===== src/rtl/rcc_pkg.sv =====
// Shared constants, FSM encoding and the DTMF character table for the tone classifier.
package rcc_pkg;

    localparam int unsigned MAX_TONES = 8;
    localparam int unsigned IDX_W     = 3;
    localparam int unsigned RUN_W     = 4;
    localparam int unsigned LOW_BASE  = 0;
    localparam int unsigned HIGH_BASE = 8;

    localparam logic [7:0] NO_DIGIT = 8'hff;

    // Row-major DTMF table: index = lo_idx*4 + hi_idx, first character at the MSB end.
    localparam logic [15:0][7:0] DTMF_ASCII = "123A456B789C*0#D";

    typedef enum logic [2:0] {
        ST_IDLE,
        ST_SCAN_LO,
        ST_SCAN_HI,
        ST_CHECK,
        ST_DEBOUNCE,
        ST_EMIT
    } state_t;

    function automatic logic [7:0] dtmf_ascii(input logic [3:0] idx);
        return DTMF_ASCII[~idx];
    endfunction

endpackage


===== src/rtl/rcc_peak_tracker.sv =====
// Sequential max/argmax tracker with tie detection; one element per enabled cycle.
module rcc_peak_tracker
    import rcc_pkg::*;
#(
    parameter int unsigned MAG_W = 16
) (
    input  logic             clk,
    input  logic             rst_n,
    input  logic             i_en,
    input  logic             i_seed,
    input  logic [MAG_W-1:0] i_mag,
    input  logic [IDX_W-1:0] i_idx,
    output logic [MAG_W-1:0] o_max,
    output logic [IDX_W-1:0] o_idx,
    output logic             o_tie
);

    logic [MAG_W-1:0] r_max;
    logic [IDX_W-1:0] r_idx;
    logic             r_tie;
    logic             w_gt;
    logic             w_eq;

    assign w_gt = {1'b0, i_mag} > {1'b0, r_max};
    assign w_eq = (i_mag == r_max);

    always_ff @(posedge clk or negedge rst_n) begin
        if (!rst_n) begin
            r_max <= '0;
            r_idx <= '0;
            r_tie <= 1'b0;
        end else if (i_en) begin
            if (i_seed || w_gt) begin
                r_max <= i_mag;
                r_idx <= i_idx;
                r_tie <= 1'b0;
            end else if (w_eq) begin
                r_tie <= 1'b1;
            end
        end
    end

    assign o_max = r_max;
    assign o_idx = r_idx;
    assign o_tie = r_tie;

endmodule


===== src/rtl/rcc_tone_classifier.sv =====
// Peak-tone classifier: scans low/high magnitude banks, validates energy and twist,
// debounces across frames and hands digits off on a valid/ready port.
module rcc_tone_classifier
    import rcc_pkg::*;
#(
    parameter int unsigned N_LOW        = 4,
    parameter int unsigned N_HIGH       = 4,
    parameter int unsigned MAG_W        = 16,
    parameter int unsigned FWD_SHIFT    = 2,
    parameter int unsigned REV_SHIFT    = 2,
    parameter int unsigned DIGIT_FRAMES = 2,
    parameter int unsigned QUIET_FRAMES = 1,
    parameter int unsigned ASCII_MAP    = 1
) (
    input  logic             clk,
    input  logic             reset,
    input  logic             wr_en,
    input  logic [3:0]       wr_addr,
    input  logic [MAG_W-1:0] wr_data,
    input  logic [MAG_W-1:0] min_energy,
    input  logic             frame_start,
    output logic             busy,
    output logic             frame_overrun,
    output logic             digit_valid,
    input  logic             digit_ready,
    output logic [7:0]       digit_code,
    output logic             dout_flag,
    output logic             digit_dropped
);

    state_t           r_state;
    state_t           w_next;
    logic [IDX_W-1:0] r_cnt;

    logic [MAG_W-1:0] r_in_lo [MAX_TONES];
    logic [MAG_W-1:0] r_in_hi [MAX_TONES];
    logic [MAG_W-1:0] r_wk_lo [MAX_TONES];
    logic [MAG_W-1:0] r_wk_hi [MAX_TONES];

    logic [MAG_W-1:0] r_lo_max;
    logic [IDX_W-1:0] r_lo_idx;
    logic             r_lo_tie;
    logic [7:0]       r_code;
    logic [7:0]       r_last;
    logic [RUN_W-1:0] r_run;
    logic             r_seen_quiet;

    logic             r_busy;
    logic             r_overrun;
    logic             r_valid;
    logic [7:0]       r_dcode;
    logic             r_flag;
    logic             r_dropped;

    logic             w_start;
    logic             w_wr_lo;
    logic             w_wr_hi;
    logic [IDX_W-1:0] w_lo_off;
    logic [IDX_W-1:0] w_hi_off;
    logic             w_scan_en;
    logic             w_scan_last;
    logic [MAG_W-1:0] w_scan_mag;
    logic [MAG_W-1:0] w_pk_max;
    logic [IDX_W-1:0] w_pk_idx;
    logic             w_pk_tie;
    logic             w_fwd_ok;
    logic             w_rev_ok;
    logic             w_energy_ok;
    logic [7:0]       w_code;
    logic [RUN_W-1:0] w_run_next;
    logic             w_is_quiet;
    logic             w_emit;

    // Input bank address decode; anything outside the two mapped windows is dropped.
    assign w_lo_off = IDX_W'(32'(wr_addr) - LOW_BASE);
    assign w_hi_off = IDX_W'(32'(wr_addr) - HIGH_BASE);
    assign w_wr_lo  = wr_en && (32'(wr_addr) < LOW_BASE + N_LOW);
    assign w_wr_hi  = wr_en && (32'(wr_addr) >= HIGH_BASE) && (32'(wr_addr) < HIGH_BASE + N_HIGH);
    assign w_start  = frame_start && (r_state == ST_IDLE);

    always_ff @(posedge clk or negedge reset) begin
        if (!reset) begin
            r_in_lo <= '{default: '0};
            r_in_hi <= '{default: '0};
            r_wk_lo <= '{default: '0};
            r_wk_hi <= '{default: '0};
        end else begin
            if (w_wr_lo) r_in_lo[w_lo_off] <= wr_data;
            if (w_wr_hi) r_in_hi[w_hi_off] <= wr_data;
            // Snapshot sees the bank before this cycle's write lands.
            if (w_start) begin
                r_wk_lo <= r_in_lo;
                r_wk_hi <= r_in_hi;
            end
        end
    end

    assign w_scan_en   = (r_state == ST_SCAN_LO) || (r_state == ST_SCAN_HI);
    assign w_scan_last = (r_state == ST_SCAN_LO) ? (32'(r_cnt) == N_LOW - 1)
                                                 : (32'(r_cnt) == N_HIGH - 1);
    assign w_scan_mag  = (r_state == ST_SCAN_HI) ? r_wk_hi[r_cnt] : r_wk_lo[r_cnt];

    rcc_peak_tracker #(
        .MAG_W (MAG_W)
    ) u_peak (
        .clk    (clk),
        .rst_n  (reset),
        .i_en   (w_scan_en),
        .i_seed (r_cnt == '0),
        .i_mag  (w_scan_mag),
        .i_idx  (r_cnt),
        .o_max  (w_pk_max),
        .o_idx  (w_pk_idx),
        .o_tie  (w_pk_tie)
    );

    // In CHECK the tracker holds the high-group result; the low result was parked earlier.
    assign w_fwd_ok    = w_pk_max >= (r_lo_max >> FWD_SHIFT);
    assign w_rev_ok    = r_lo_max >= (w_pk_max >> REV_SHIFT);
    assign w_energy_ok = (r_lo_max >= min_energy) && (w_pk_max >= min_energy);

    always_comb begin
        w_code = NO_DIGIT;
        if (!r_lo_tie && !w_pk_tie && w_energy_ok && w_fwd_ok && w_rev_ok) begin
            if (ASCII_MAP != 0) w_code = dtmf_ascii({r_lo_idx[1:0], w_pk_idx[1:0]});
            else                w_code = {1'b0, r_lo_idx, 1'b0, w_pk_idx};
        end
    end

    assign w_is_quiet = (r_code == NO_DIGIT);
    assign w_run_next = (r_code != r_last) ? RUN_W'(1)
                      : (r_run == '1)      ? r_run
                      :                      r_run + RUN_W'(1);
    assign w_emit     = (r_state == ST_DEBOUNCE) && !w_is_quiet && r_seen_quiet
                        && (32'(w_run_next) == DIGIT_FRAMES);

    always_ff @(posedge clk or negedge reset) begin
        if (!reset) r_state <= ST_IDLE;
        else        r_state <= w_next;
    end

    always_comb begin
        w_next = r_state;
        case (r_state)
            ST_IDLE:     if (frame_start) w_next = ST_SCAN_LO;
            ST_SCAN_LO:  if (w_scan_last) w_next = ST_SCAN_HI;
            ST_SCAN_HI:  if (w_scan_last) w_next = ST_CHECK;
            ST_CHECK:    w_next = ST_DEBOUNCE;
            ST_DEBOUNCE: w_next = w_emit ? ST_EMIT : ST_IDLE;
            ST_EMIT:     w_next = ST_IDLE;
            default:     w_next = ST_IDLE;
        endcase
    end

    always_ff @(posedge clk or negedge reset) begin
        if (!reset) begin
            r_cnt        <= '0;
            r_lo_max     <= '0;
            r_lo_idx     <= '0;
            r_lo_tie     <= 1'b0;
            r_code       <= NO_DIGIT;
            r_last       <= NO_DIGIT;
            r_run        <= '0;
            r_seen_quiet <= 1'b1;
        end else begin
            if (w_scan_en) r_cnt <= w_scan_last ? '0 : r_cnt + IDX_W'(1);
            if ((r_state == ST_SCAN_HI) && (r_cnt == '0)) begin
                r_lo_max <= w_pk_max;
                r_lo_idx <= w_pk_idx;
                r_lo_tie <= w_pk_tie;
            end
            if (r_state == ST_CHECK) r_code <= w_code;
            if (r_state == ST_DEBOUNCE) begin
                r_last <= r_code;
                r_run  <= w_run_next;
                if (w_is_quiet && (32'(w_run_next) >= QUIET_FRAMES)) r_seen_quiet <= 1'b1;
                if (w_emit) r_seen_quiet <= 1'b0;
            end
        end
    end

    // Output port: a pending unaccepted digit makes a new emit drop rather than overwrite.
    always_ff @(posedge clk or negedge reset) begin
        if (!reset) begin
            r_busy    <= 1'b0;
            r_overrun <= 1'b0;
            r_valid   <= 1'b0;
            r_dcode   <= NO_DIGIT;
            r_flag    <= 1'b1;
            r_dropped <= 1'b0;
        end else begin
            r_busy    <= (w_next != ST_IDLE);
            r_overrun <= frame_start && (r_state != ST_IDLE);
            r_dropped <= 1'b0;
            if (r_valid && digit_ready) r_valid <= 1'b0;
            if (r_state == ST_EMIT) begin
                if (r_valid && !digit_ready) begin
                    r_dropped <= 1'b1;
                end else begin
                    r_valid <= 1'b1;
                    r_dcode <= r_code;
                    r_flag  <= ~r_flag;
                end
            end
        end
    end

    assign busy          = r_busy;
    assign frame_overrun = r_overrun;
    assign digit_valid   = r_valid;
    assign digit_code    = r_dcode;
    assign dout_flag     = r_flag;
    assign digit_dropped = r_dropped;

endmodule


===== config.mk =====
export PLATFORM = sky130hd
export DESIGN_NAME = rcc_tone_classifier
export DESIGN_NICKNAME = d
export VERILOG_FILES = /design/src/rtl/rcc_pkg.sv /design/src/rtl/rcc_peak_tracker.sv /design/src/rtl/rcc_tone_classifier.sv
export SDC_FILE = /design/constraint.sdc
export NUM_CORES = 1
export LEC_CHECK = 0
export ABC_CLOCK_PERIOD_IN_PS = 3700
export BUFFER_PORTS_ARGS = -buffer_cell sky130_fd_sc_hd__buf_2
export CORE_ASPECT_RATIO = 0.6
export CORE_MARGIN = 2
export CORE_UTILIZATION = 55
export CTS_CLUSTER_DIAMETER = 40
export DETAILED_ROUTE_END_ITERATION = 8
export PLACE_DENSITY = 0.68
export SKIP_LAST_GASP = 1
export SLEW_MARGIN = 5
export SYNTH_ARGS = -nofsm -noshare
export SYNTH_HDL_FRONTEND = slang
export SYNTH_SLANG_ARGS = --single-unit

===== constraint.sdc =====
create_clock -name clk -period 3.7 [get_ports clk]
set_input_delay 0.555 -clock clk [delete_from_list [all_inputs] [get_ports clk]]
set_output_delay 0.555 -clock clk [all_outputs]
set_load 0.005 [all_outputs]

==> results of run 1 <==
## synthesized netlist by cell type (all sizes together) (7+ instances only)
cell	number	area [sq um]
nand4	12	81.3
dfstp	26	683
inv	52	195
nand3	15	75.1
clkbuf	149	559
a211oi	18	135
nand2	97	364
nor2	36	135
o21ai	36	180
mux4	64	1440
mux2	412	4660
a21oi	36	180
mux2i	9	90.1
xnor2	9	78.8
nand2b	7	43.8
buf	54	309
a31oi	20	125
dfrtp	564	14100
ha	84	1050
nor2b	18	113
## flip-flops by register name (all words and copies together) (netlist names), 2 cells and up
register,flops
r_code,8
r_in_lo,128
r_lo_idx,2
u_peak.o_idx,2
r_last,8
digit_code,8
r_state,3
r_cnt,3
r_wk_lo,128
r_lo_max,16
u_peak.o_max,16
r_in_hi,128
r_wk_hi,128
r_run,4
## power by group through the flow
stage          combinational, uW  clock, uW  sequential, uW
2_1_floorplan               5250          0            8410
3_3_place_gp                6730          0            8760
3_5_place_dp                6970          0            8820
4_1_cts                     7090       5620            8710
5_1_grt                     8460       5880            8870
6_report                    7820       5470            8730
## routing by layer
| metal | track usage | wire length, um |
|---|---|---|
| met5 | 0 | 9 |
| met4 | 0.0623 | 1160 |
| met3 | 0.0467 | 2750 |
| met2 | 0.333 | 22900 |
| met1 | 0.346 | 26000 |
## cell type report
class                      instances  area [sq um]
fill                            3324         16900
tap                              589           737
inverter                          53           199
timing repair buffer             129          1140
clock inverter                    10           141
multi-input combinational        930          9440
clock buffer                      84          1580
sequential                       590         14800
## kinds of logic (layout without fill, tap and decap cells)
family	Yosys count	after routing	share of synthesized area
xor+xnor	10	10	0.00349
simple gates	209	209	0.0394
compound gates	142	142	0.0351
buf+inv	256	276	0.0426
mux	485	485	0.247
fa+ha+maj	84	84	0.0419
flops	590	590	0.590
## path summary, 6_finish.rpt
path,endpoint,from,slack (ps),cells after the start
worst min register to register,r_in_hi[7]$_DFFE_PN0P_,r_in_hi[7]$_DFFE_PN0P_,370,0
min in group clk,frame_overrun$_DFF_PN0_,frame_start,240,2
worst min-delay path,r_wk_hi[117]$_DFFE_PN0P_,reset,-10,1
worst max register to register,u_peak.o_max[1]$_DFFE_PN0P_,r_cnt[0]$_DFFE_PN0P_,10,14
worst max-delay path,u_peak.o_max[1]$_DFFE_PN0P_,r_cnt[0]$_DFFE_PN0P_,10,14
max in group asynchronous,r_in_hi[4]$_DFFE_PN0P_,reset,2640,2
## worst max-delay path, cell delays in order, from the launching register on
cell	delay (ps)
dfrtp_4	530
buf_6	150
clkbuf_16	170
buf_4	140
mux4_2	460
mux2i_1	210
a21oi_2	110
ha_1	340
nand4_4	130
nor4_2	310
o21ai_1	140
o2111ai_2	100
o311a_4	270
buf_8	150
mux2_2	340
## per-stage QoR
| step | hold WS (ps) | TNS [ps] | utilization | instance area, sq um |
|---|---|---|---|---|
| 2_1_floorplan | 259 | 0 | - | 25100 |
| 3_3_place_gp | 360 | 0 | 0.577 | 25900 |
| 3_5_place_dp | 362 | -32.7 | 0.577 | 25900 |
| 4_1_cts | 5.93 | 0 | 0.616 | 27700 |
| 5_1_grt | 42.6 | -546 | 0.624 | 28000 |
| 6_report | -10.9 | 0 | 0.624 | 28000 |
## timing repair
action	4_1_cts	5_1_grt
gates cloned	0	2
buffers inserted	6	11
endpoints found under the setup margin	11	17
resized for setup	2	46
pin swaps	1	13
==> reports/results.txt, run 1 <==
Yosys warnings: 0
FFs w/ async S/R, synth: 1.00
IO Port Bufs: 53
vias in the first global route: 14400
vias: 13800
clock-pin transition on the worst setup and hold timing paths: 70 ps
H-tree levels: 2
fraction of layout cells with a size suffix above 1: 0.417
top_reg_cell synth: dfrtp_1
Post-Syn Nets: 1901
non-filler cells, final: 2385
post-synthesis cell count: 1776
Internal: 15100 uW
status: finished, violations left
antenna violations before repair: 1
WL final: 52800 um
CTS root buf: clkbuf_16
fin. max-slew vios: 0
sw power: 6930 uW
largest net degree at the start of global routing: 125
# DRC: 0
worst vdd ir: 0.000404 V
Final nets: 1882
MaxCap Viol Count: 0
Worst Slack Setup Final: 14.2 ps
failing checks: hold timing
routed len/inst: 22.1 um
Clk pwr share: 0.248
Leakage: 0.0130 uW
initial drt markers: 902
Yosys cell types: 56
DRT Pass-1 Iters: 6
I/O pin cnt: 54
worst slack, placed: -12.0 ps
PnR Total Power: 22000 uW
Seq cells post-synth: 590
Die ar.: 47400 sq um
Die H: 169 um
CP Data Required Time: 4170 ps
first-pass GRT wire length: 82800 um
total grt overflow: 0
combinational power share: 0.355
commonest non-fill, non-tap cells in the layout: dfrtp_1 (561), mux2_2 (406), nand2_1 (95)
Synth Area per Inst: 14.1 sq um
Die X: 280 um
clk_lat worst skew: 600 ps
area growth from synthesis to layout: 11.8%
Inserted Diodes: 0
detailed placement HPWL: 33800 um
CTS Hold Buffers Added: 0
total clock buffers created by CTS: 53
initial core utilization: 0.558
CP startpoint kind: flop
global-route usage over all layers: 0.227
vias per inst: 5.77
Core Area: 44900 sq um
power per cell area: 786 nW/um^2
most common cell after layout, fill and taps aside: dfrtp_1
crit end category: flop
worst hold path type: in -> async
register area share after synthesis: 0.590
EDFF count, synth: 0
crit path max fanout: 8
CTS Buffer Depth: 3
GP Congestion: 0.893
sequential share of power: 0.396
worst slew pin tran: 942 ps
std cell rows: 60
CTS Sinks: 590
Slew Limit Headroom: 0.370
Post-DRT Antenna Nets: 0
clock skew: 13.7 ps
Worst Path Arrival: 4160 ps
Final Hold Viols: 2
Inst Count DP: 2273
Switching Share: 0.315
CTS tree: yes
final setup fails: 0
Hold WS: -10.9 ps
final worst path period share: 0.996
min cycle time layout: 3690 ps
Synth Cell Area: 25100 sq um
highest clock rate: 271 MHz
Setup Crit Path Kind: reg -> reg
No activity file was read; power rests on OpenSTA's default activity.
==> run 2: changes to the inputs <==
--- a/config.mk
+++ b/config.mk
@@ -12,7 +12,7 @@
 export CORE_UTILIZATION = 55
 export CTS_CLUSTER_DIAMETER = 40
 export DETAILED_ROUTE_END_ITERATION = 8
-export PLACE_DENSITY = 0.68
+export PLACE_DENSITY = 0.74
 export SKIP_LAST_GASP = 1
 export SLEW_MARGIN = 5
 export SYNTH_ARGS = -nofsm -noshare
==> constraint.sdc (replaced) <==
create_clock -name clk -period 3.7 [get_ports clk]
set_input_delay 0.74 -clock clk [delete_from_list [all_inputs] [get_ports clk]]
set_output_delay 0.74 -clock clk [all_outputs]
set_load 0.005 [all_outputs]
==> run 2 against run 1 <==
Against the previous run:
- the run now ends clean
- global-route usage shrank 0.31 points
- sequential cell count unchanged
- worst hold slack better by 160 ps
- utilization increased by 0.61 points
- power increased by 3.1%
- sequential power grew 0.5%
- sequential share of layout area shrank 0.51 points
- highest routed layer is now met4
- critical endpoint is now u_peak.o_max[15]$_DFFE_PN0P_
==> reports/results.txt, run 2 (synthesis gave the netlist of run 1 again) <==
total grt overflow: 0
Post-DRT Antenna Nets: 0
fraction of layout cells with a size suffix above 1: 0.431
CTS Sinks: 590
vias: 13900
Setup Crit Path Kind: reg -> reg
Leakage: 0.0132 uW
GP Congestion: 0.888
first-pass GRT wire length: 82800 um
Final Hold Viols: 0
detailed placement HPWL: 34200 um
initial drt markers: 1018
Slew Limit Headroom: 0.304
post-route cell area: 28300 sq um
MaxCap Viol Count: 0
DRT Pass-1 Iters: 5
PnR Total Power: 22700 uW
CTS root buf: clkbuf_16
highest clock rate: 273 MHz
DP Area: 25800 sq um
clk_lat worst skew: 600 ps
R2R Path Start: r_cnt[0]$_DFFE_PN0P_
Die H: 169 um
std cell rows: 60
vias per inst: 5.81
# DRC: 0
Core Area: 44900 sq um
antenna violations before repair: 2
unrepaired setup endpoints after global routing: yes
fin. max-slew vios: 0
fillers: 3255
global-route usage over all layers: 0.224
initial core utilization: 0.558
power per cell area: 802 nW/um^2
Final nets: 1881
crit path max fanout: 8
IO Port Bufs: 53
CTS Buffer Depth: 3
total clock buffers created by CTS: 52
worst vdd ir: 0.000558 V
CTS tree: yes
status: complete, no violations
routed len/inst: 22.0 um
min cycle time layout: 3660 ps
Die X: 280 um
clock-pin transition on the worst setup and hold timing paths: 70 ps
area growth from synthesis to layout: 12.9%
clock skew: 32.2 ps
CP startpoint: r_cnt[0]$_DFFE_PN0P_
final worst path period share: 0.989
Die ar.: 47400 sq um
worst hold path type: in -> async
I/O pin cnt: 54
Hold WS: 148 ps
CP Data Required Time: 4150 ps
crit end category: flop
vias in the first global route: 14400
H-tree levels: 2
worst slew pin tran: 1040 ps
Worst Path Arrival: 4110 ps
CP startpoint kind: flop
most common cell after layout, fill and taps aside: dfrtp_1
final setup fails: 0
WL final: 52600 um
commonest non-fill, non-tap cells in the layout: dfrtp_1 (561), mux2_2 (398), nand2_1 (92)
largest net degree at the start of global routing: 86
-- run 2: repair_timing --
item | in CTS | in global routing
endpoints found under the setup margin | 15 | 18
cloned | 0 | 2
setup buffers | 4 | 20
hold buffers | 0 | 0
gates resized for setup | 2 | 76
pin swaps | 0 | 25
-- run 2: metrics by stage --
stage | TNS (ps) | instances | utilization | setup slack, ps
CTS | 0 | 2367 | 0.618 | 17.3
detailed placement | -666 | 2265 | 0.576 | -75.0
global placement | 0 | 2265 | 0.576 | 48.3
global route | -921 | 2389 | 0.630 | -74.2
floorplan | 0 | 1776 | - | 365
finish | 0 | 2391 | 0.630 | 42.3
-- run 2: worst max-delay path, cell delays in order (launching register included) --
cell,delay [ps]
dfrtp_4,510
buf_12,150
buf_12,140
mux4_2,430
nor2b_1,150
a211oi_1,310
a31oi_2,110
ha_1,310
nand4_1,140
buf_4,140
nor2_1,30
nand2_1,80
o2111ai_2,120
o311a_4,430
buf_8,150
mux2_4,300
-- run 2: path summary, 6_finish.rpt --
kind	endpoint	slack, ps	cells after the start
min reg2reg	r_in_lo[2]$_DFFE_PN0P_	370	0
max in group asynchronous	dout_flag$_DFFE_PN1P_	2590	2
max	u_peak.o_max[15]$_DFFE_PN0P_	40	15
min	r_in_hi[81]$_DFFE_PN0P_	150	1
max reg2reg	u_peak.o_max[15]$_DFFE_PN0P_	40	15
min in group clk	r_in_lo[2]$_DFFE_PN0P_	370	0
-- run 2: cell type report --
type | instances | area, sq um | area share
sequential | 590 | 14800 | 0.523
multi-input combinational | 930 | 9540 | 0.337
clock buffer | 76 | 1560 | 0.0553
timing repair buffer | 129 | 1190 | 0.0421
tap | 589 | 737 | 0.0260
clock inverter | 22 | 263 | 0.00928
inverter | 53 | 199 | 0.00703
antenna | 2 | 5.00 | 0.000177
-- run 2: power breakdown --
| group | total, uW | switching, uW | internal (uW) |
|---|---|---|---|
| registers | 8770 | 945 | 7820 |
| logic | 8190 | 3830 | 4360 |
| clock network | 5730 | 2440 | 3300 |
| total | 22700 | 7220 | 15500 |
-- run 2: layer usage --
layer,share of wire,track usage,wire [um],vias to the layer above
met1,0.49,0.350,25900,7309
met2,0.43,0.325,22700,332
met3,0.059,0.0482,3120,73
li1,-,-,-,6179
met5,0,0,0,-
met4,0.015,0.0442,814,0
==> run 3: changes to the inputs <==
--- a/config.mk
+++ b/config.mk
@@ -13,7 +13,6 @@
 export CTS_CLUSTER_DIAMETER = 40
 export DETAILED_ROUTE_END_ITERATION = 8
 export PLACE_DENSITY = 0.74
-export SKIP_LAST_GASP = 1
 export SLEW_MARGIN = 5
 export SYNTH_ARGS = -nofsm -noshare
 export SYNTH_HDL_FRONTEND = slang
==> constraint.sdc (replaced) <==
create_clock -name clk -period 3.7 [get_ports clk]
set_input_delay 0.37 -clock clk [delete_from_list [all_inputs] [get_ports clk]]
set_output_delay 0.37 -clock clk [all_outputs]
set_load 0.005 [all_outputs]
==> run 3 against run 2 <==
Against the previous run:
- the run now ends with setup timing left
- first-iteration DRC count decreased by 9.3%
- sequential cell count is the same
- combinational power shrank 5.7%
- highest routed layer unchanged
==> reports/results.txt, run 3 (synthesis gave the netlist of run 1 again) <==
power per cell area: 794 nW/um^2
# DRC: 0
area growth from synthesis to layout: 12.4%
initial core utilization: 0.558
Reg2Reg Setup Slack: -70 ps
CP startpoint kind: flop
CP peak stage delay: 560 ps
crit path max fanout: 14
TNS Setup: -781 ps
Core Area: 44900 sq um
FF-to-FF End: u_peak.o_max[9]$_DFFE_PN0P_
routed len/inst: 22.0 um
Post-DRT Antenna Nets: 0
final setup fails: 18
H-tree levels: 2
largest net degree at the start of global routing: 89
fraction of layout cells with a size suffix above 1: 0.419
detailed placement HPWL: 34800 um
CTS root buf: clkbuf_16
std cell rows: 60
first-pass GRT wire length: 85200 um
DRT Pass-1 Iters: 5
vias: 13900
min cycle time layout: 3770 ps
Worst Reg-to-Reg Cells: 13
CTS Buffer Depth: 3
failing checks: setup timing
Die H: 169 um
vias per inst: 5.80
commonest non-fill, non-tap cells in the layout: dfrtp_1 (561), mux2_2 (406), nand2_1 (97)
Final Hold Viols: 0
Final nets: 1892
CTS Sinks: 590
clk_lat worst skew: 600 ps
Setup Crit Path Kind: reg -> reg
R2R Path Start: r_cnt[0]$_DFFE_PN0P_
Slew Limit Headroom: 0.216
WL final: 52800 um
antenna violations before repair: 3
Die ar.: 47400 sq um
CP startpoint: r_cnt[0]$_DFFE_PN0P_
CP Cell Sequence: buf_12, buf_4, mux4_2, mux2i_2, a21oi_2, ha_1, nand2_1, nor4_4, o21ai_1, o2111ai_1, o311a_1, clkbuf_16, mux2_4
I/O pin cnt: 54
MaxCap Viol Count: 0
worst slew pin tran: 1170 ps
Die X: 280 um
WP buf/inv: 3
status: finished, violations left
Leakage: 0.0132 uW
worst hold path type: in -> reg
GP Congestion: 0.874
total clock buffers created by CTS: 55
CTS tree: yes
global-route usage over all layers: 0.233
CP Depth: 13
highest clock rate: 265 MHz
final worst path period share: 1.02
vias in the first global route: 14800
unrepaired setup endpoints after global routing: yes
IO Port Bufs: 53
Worst Path Arrival: 4250 ps
most common cell after layout, fill and taps aside: dfrtp_1
worst vdd ir: 0.000444 V
CP Data Required Time: 4180 ps
clock skew: 16.8 ps
fin. max-slew vios: 0
clock-pin transition on the worst setup and hold timing paths: 60 ps
Critical Path Sink: u_peak.o_max[9]$_DFFE_PN0P_
Worst path top cell family by delay: multiplexers
crit end category: flop
Crit-path slowest cell: mux4_2
initial drt markers: 923
fillers: 3230
total grt overflow: 0
Worst Slack Setup Final: -67.0 ps
PnR Total Power: 22400 uW
run 3: worst min-delay path by stage:
stage / start / cells past startpoint / end / slack (ps)
floorplan: reset / 0 / busy$_DFF_PN0_ / 70
finish: digit_ready / 3 / digit_dropped$_DFF_PN0_ / 50
global placement: r_in_hi[35]$_DFFE_PN0P_ / 0 / r_in_hi[35]$_DFFE_PN0P_ / 360
CTS: digit_ready / 3 / digit_dropped$_DFF_PN0_ / 10
global route: frame_start / 2 / frame_overrun$_DFF_PN0_ / 50
detailed placement: r_in_hi[4]$_DFFE_PN0P_ / 0 / r_in_hi[4]$_DFFE_PN0P_ / 360
run 3: stage by stage:
step	setup slack (ps)	cells	hold slack, ps	util	cell area, sq um
after floorplan	365	1776	74.4	-	25100
after global placement	66.6	2265	360	0.576	25900
after detailed placement	-81.6	2265	362	0.576	25900
after CTS	1.81	2380	13.6	0.622	27900
after global routing	-219	2402	53.7	0.628	28200
final	-67.0	2404	53.1	0.628	28200
run 3: what timing repair did:
item                                    4_1_cts  5_1_grt
hold buffers                                  1        0
pin swaps                                     3        6
cloned                                        0        1
endpoints found under the setup margin       14       19
hold endpoints to repair                     77        0
buffers inserted                             11       21
resized for setup                            10       12
run 3: cell type report:
cell class              count  area, sq um  share of cell area
clock buffers              84         1670              0.0591
flip-flops and latches    590        14800               0.525
clock inverters            19          235             0.00835
multi-input cells         930         9340               0.331
inverters                  53          199             0.00706
well taps                 589          737              0.0261
diodes                      2         5.00            0.000178
repair buffers            137         1200              0.0426
run 3: worst reg2reg max path: stages (launching register included):
cell	delay, ps
dfrtp_4	480
buf_12	180
buf_4	170
mux4_2	560
mux2i_2	220
a21oi_2	150
ha_1	330
nand2_1	110
nor4_4	340
o21ai_1	150
o2111ai_1	120
o311a_1	320
clkbuf_16	220
mux2_4	300
run 3: layer usage:
layer	global-route usage	wire length (um)	vias to the layer above
li1	-	-	6214
met1	0.363	25800	7308
met3	0.0472	3240	91
met4	0.0542	981	0
met5	0	0	-
met2	0.337	22800	336
run 3: power breakdown:
part	switching (uW)	leakage [uW]	total, uW	internal [uW]
clock network	2450	0.000940	5850	3400
logic	3600	0.00455	7720	4120
registers	962	0.00768	8790	7830
